[src/rtl/tta_pkg.sv]
// Shared field layout, widths and decoded-instruction type for the TTA core.
// Field positions are fixed by the 24-bit instruction encoding.
package tta_pkg;

    localparam int INSTR_W  = 24;
    localparam int REG_W    = 7;
    localparam int LIT_W    = 12;

    localparam int RSV_BIT  = 23;
    localparam int FMT_BIT  = 22;
    localparam int HL_BIT   = 21;
    localparam int DEST_MSB = 18;
    localparam int DEST_LSB = 12;
    localparam int SRC_MSB  = 11;
    localparam int SRC_LSB  = 5;
    localparam int LIT_MSB  = 11;
    localparam int LIT_LSB  = 0;

    localparam logic FMT_MOVE = 1'b0;
    localparam logic FMT_LOAD = 1'b1;

    typedef struct packed {
        logic             valid;
        logic             lit_mv;
        logic [REG_W-1:0] src;
        logic [REG_W-1:0] dest;
        logic             hl;
        logic [LIT_W-1:0] lit;
    } decoded_t;

    // Fields of the unselected format are forced to zero; validity only
    // looks at the reserved bits of the format that was actually selected.
    function automatic decoded_t decode_instr(input logic [INSTR_W-1:0] instr);
        decoded_t d;
        logic     rsv_ok;
        d        = '0;
        d.lit_mv = instr[FMT_BIT];
        d.dest   = instr[DEST_MSB:DEST_LSB];
        if (instr[FMT_BIT] == FMT_LOAD) begin
            d.hl   = instr[HL_BIT];
            d.lit  = instr[LIT_MSB:LIT_LSB];
            rsv_ok = (instr[20:19] == 2'b00);
        end else begin
            d.src  = instr[SRC_MSB:SRC_LSB];
            rsv_ok = (instr[21:19] == 3'b000) && (instr[4:0] == 5'b00000);
        end
        d.valid = ~instr[RSV_BIT] & rsv_ok;
        return d;
    endfunction

endpackage

[src/rtl/decode_unit.sv]
// Single-stage registered instruction decoder: move or 12-bit literal load.
// Every instruction decodes in one cycle with no stall; downstream gates on valid.
module decode_unit
    import tta_pkg::*;
(
    input  logic               clk,
    input  logic               rst,
    input  logic [INSTR_W-1:0] instr,
    output logic               valid,
    output logic               lit_mv,
    output logic [REG_W-1:0]   src,
    output logic [REG_W-1:0]   dest,
    output logic               hl,
    output logic [LIT_W-1:0]   lit
);

    decoded_t w_dec;
    decoded_t r_dec;

    always_comb begin
        w_dec = decode_instr(instr);
    end

    always_ff @(posedge clk) begin
        if (rst) begin
            r_dec <= '0;
        end else begin
            r_dec <= w_dec;
        end
    end

    assign valid  = r_dec.valid;
    assign lit_mv = r_dec.lit_mv;
    assign src    = r_dec.src;
    assign dest   = r_dec.dest;
    assign hl     = r_dec.hl;
    assign lit    = r_dec.lit;

endmodule

[config.mk]
export PLATFORM = sky130hd
export DESIGN_NAME = decode_unit
export DESIGN_NICKNAME = d
export VERILOG_FILES = /design/src/rtl/tta_pkg.sv /design/src/rtl/decode_unit.sv
export SDC_FILE = /design/constraint.sdc
export NUM_CORES = 1
export LEC_CHECK = 0
export BUFFER_PORTS_ARGS = -buffer_cell sky130_fd_sc_hd__buf_2
export CORE_UTILIZATION = 41
export CTS_CLUSTER_DIAMETER = 200
export DETAILED_ROUTE_END_ITERATION = 8
export PLACE_DENSITY = 0.8
export REMOVE_ABC_BUFFERS = 1
export SKIP_CTS_REPAIR_TIMING = 1
export SYNTH_ARGS = -nofsm -noshare
export SYNTH_HDL_FRONTEND = slang
export SYNTH_SLANG_ARGS = --single-unit
export TNS_END_PERCENT = 50
[constraint.sdc]
create_clock -name clk -period 1.7 [get_ports clk]
set_input_delay 0.085 -clock clk [delete_from_list [all_inputs] [get_ports clk]]
set_output_delay 0.085 -clock clk [all_outputs]
set_load 0.03 [all_outputs]
Word-level counts from Yosys, hierarchy flattened
Cells that the tools add are included.
{ "word_totals": {"output_inout_bits": 29, "input_bits": 26, "register_bits": 29, "word_cells": 16} }
{ "classes": {"n_bitwise": 3, "reduce_logical": 6, "mux": 1} }
{ "ops": {"columns": ["cell", "count"], "rows": [
  ["$logic_not A5 Y1", 1],
  ["$reduce_or A2 Y1", 2],
  ["$logic_not A3 Y1", 1],
  ["$logic_not A2 Y1", 1],
  ["$not A1 Y1", 2],
  ["$and A1 B1 Y1", 1],
  ["$logic_and A1 B1 Y1", 1],
  ["$mux W1", 1]
]} }

Depth between registers and ports, before layout
{ "logic_depth": {"ltp_word": 4, "depth_mapped": 3, "ltp_nobuf": 3} }

Worst setup path before layout
No wires, ideal clock.
{ "synth_path": {"kind": "input-to-reg", "startpoint": "input instr[20]", "endpoint": "register r_dec, in the netlist valid", "arrival_ns": 0.679, "path_stages": 2, "path_slack_ns": 0.957, "setup_ns": 0.064, "n_path_buf": 0, "t_required_ns": 1.636, "cell_sequence": "or4_1 nor2_1"} }
{ "synth_between": {"elab_chain_len": 4, "word_cells_on_any_way": 5, "cone_classes": "mux: 1; bitwise: 1; reduce/logical: 3"} }
{ "synth_rtl": {"columns": ["item", "line_no", "source"], "rows": [
  ["start, declared", "decode_unit.sv:8", "input logic [INSTR_W-1:0] instr,"],
  ["$logic_not A3 Y1", "tta_pkg.sv:45", "rsv_ok = (instr[21:19] == 3'b000) && (instr[4:0] == 5'b00000);"],
  ["$logic_and A1 B1 Y1", "tta_pkg.sv:45", null],
  ["$mux W1 (*)", "tta_pkg.sv:39", "if (instr[FMT_BIT] == FMT_LOAD) begin"],
  ["$and A1 B1 Y1 (*)", "tta_pkg.sv:47", "d.valid = ~instr[RSV_BIT] & rsv_ok;"],
  ["end signal, assigned", "decode_unit.sv:28", "r_dec <= w_dec;"],
  ["end, declared", "decode_unit.sv:18", "decoded_t r_dec;"]
]} }
Mark *: on every way between the ends. The rest lies on a longest branch, timed or not.
A chain may end at the register's enable or synchronous reset.

Final worst setup path
{ "layout_path": {"startpoint": "input instr[1]", "endpoint": "register r_dec, in the netlist valid"} }
{ "layout_between": {"elab_chain_len": 4} }
{ "layout_rtl": {"columns": ["item", "line_no"], "rows": [
  ["$logic_not A5 Y1", "tta_pkg.sv:45"],
  ["$logic_and A1 B1 Y1", "tta_pkg.sv:45"],
  ["$mux W1", "tta_pkg.sv:39"],
  ["$and A1 B1 Y1", "tta_pkg.sv:47"]
]} }
No other way between the ends.

==> impl_metrics.toml <==
[final_layout]
area_delta_synth_final_pct = 67.8
most-common-layout-cells = "buf_2, dfxtp_1, and2_1"
post-route-cell-area_sq_um = 1340
final_nets = 169
instances_no_fill = 168
fill_cells = 122
antenna_cells = 0
layout.area.seq_sq_um = 581
layout_commonest_cell = "buf_2"
multi_input_area_sq_um = 214
final_util_pct = 75.2
drive_above_1_share_pct = 42.7

[power]
leakage_uw = 0.000695
switching_share_pct = 24.1
p_clk_share_pct = 30.9
seq_power_share_pct = 54.9
ir_worst_vdd_mv = 0.601
switching_power_uw = 314
internal-power_uw = 987
power_density_nw_per_um2 = 970
pwr-share-comb_pct = 14.2

[logic_synthesis]
ys_ff_latch = 29
yosys_warnings = 0
ys_seq_area_share_pct = 72.6
synth_area_leader_cell = "dfxtp_1"
synth_top_area_share_pct = 72.6
netlist_instances = 64
synthTopCellsByArea = "dfxtp_1, and2_1, and2b_1, nor2b_1, nor2_1"
synth_cell_type_count = 10
syn_area_sq_um = 800
avgSynthCellArea_sq_um = 12.5

[setup_path]
cp_data_required_time_ns = 1.96
cp-start-kind = "input pin"
worstPathCellList = "dlygate4sd3_1, buf_2, nor4_1, a21oi_1, nor2_1"
cp_slowest_cell = "dlygate4sd3_1"
path_max_fanout = 2
crit_path_max_incr_delay_ns = 0.55
critPathLaunch = "instr[1]"
crit_arrival_ns = 1.32
crit_type = "in -> reg"
crit_buf_inv = 2
crit_family = "buffers and inverters"
cp-end-kind = "flip-flop"

[drt]
drtAntennaViolNets = 0
drt_pass1_iterations = 4
dr_total_vias = 712
routed_wl_mm = 1.76
drc = 0
drtIter0Drc = 3
wire_per_inst_um = 10.5
via_per_inst = 4.24

[die]
die_height_um = 46.2
row_count = 15
die_w_um = 46.2
core-area_sq_um = 1780
io_pins = 55
die_area_sq_um = 2130
initial_core_util_pct = 44.8

[cts]
cts.clk_slew.worst_paths_ns = 0.08
htreeDepth = 2
cts_tree = "done"
numCtsBuffers = 5
clk_path_buf_depth = 2
cts-root-buf = "clkbuf_4"
clock-sinks = 29

[sta]
worst_slew_pin_slew_ns = 0.413
period_needed_ns = 1.05
rsz0062_at_grt = "false"
slew_headroom_pct = 72.3
setup_slack_ns = 0.648
holdWs_ns = -0.0180
finalCritPeriodShare_pct = 61.9
final.setup.tns_ns = 0
hold_viol_final = 2
fmax_mhz = 950
maxSlewViolCount = 0
setup_viol = 0

[place]
portBuffers = 54
gp_congestion = 0.638
dpl_cell_area_sq_um = 1100
dp.cells = 142
dp_slack_ns = 0.816
dp_hpwl_mm = 1.11

[global_route]
overflow = 0
grt_pass1_wl_mm = 2.24
grt_pass1_vias = 576
grt_max_degree = 15
track_usage_pct = 16.8
antenna_found_initial = 0

[min_path]
hp-start = "instr[13]"
hp-class = "in -> reg"

[status]
status = "complete, but fails checks"
violations = "negative hold slack"

[job]
drv_cap = 0
==> metrics by stage <==
step | hold WS [ns] | power (uW)
4_1_cts | -0.0462 | 1290
6_report | -0.0180 | 1300
5_1_grt | 0.00151 | 1360
3_5_place_dp | 0.297 | 881
3_3_place_gp | 0.290 | 877
2_1_floorplan | 0.157 | 816
==> power by group through the flow <==
| stage | registers, uW | clock network (uW) | logic [uW] |
|---|---|---|---|
| after floorplan | 792 | 0 | 24.5 |
| after global placement | 729 | 0 | 148 |
| after detailed placement | 730 | 0 | 151 |
| after CTS | 714 | 422 | 152 |
| after global routing | 717 | 442 | 200 |
| final | 714 | 402 | 185 |
==> metal layers <==
| layer | up-vias | track usage, % | share of wire, % |
|---|---|---|---|
| met5 | - | 0 | 0 |
| met4 | 0 | 12.4 | 2.2 |
| met3 | 7 | 11.8 | 9.9 |
| met2 | 48 | 27.0 | 51 |
| met1 | 302 | 14.5 | 37 |
| li1 | 355 | - | - |
==> cell families (layout without fill, tap and decap cells) <==
| group | Yosys count | in the layout | synth area share, % |
|---|---|---|---|
| flops | 29 | 29 | 72.6 |
| compound gates | 1 | 1 | 0.625 |
| buf+inv | 1 | 80 | 0.625 |
| simple gates | 33 | 33 | 26.1 |
==> synth_stat cells <==
cell type / count
nor2b_1: 2
or4_1: 1
buf_2: 1
nor2b_2: 1
and2_1: 20
and2b_1: 5
nor4_1: 1
dfxtp_1: 29
nor2_1: 3
a21oi_1: 1
==> area by class of cell <==
cell class                      count  share of cell area (%)
Sequential cell                    29                    43.3
Tap cell                           25                    2.33
Multi-Input combinational cell     34                    16.0
Timing Repair Buffer               73                    34.3
Clock buffer                        7                    4.10
==> path summary, 6_finish.rpt <==
kind	endpoint	slack (ns)	cells past startpoint
max	valid	0.65	5
min	dest[1]	-0.02	2
==> sequential cells by signal (all words and copies together) (netlist names) <==
| register | flops |
|---|---|
| dest | 7 |
| hl | 1 |
| lit | 12 |
| lit_mv | 1 |
| src | 7 |
| valid | 1 |
(Power assumes the default switching activity.)
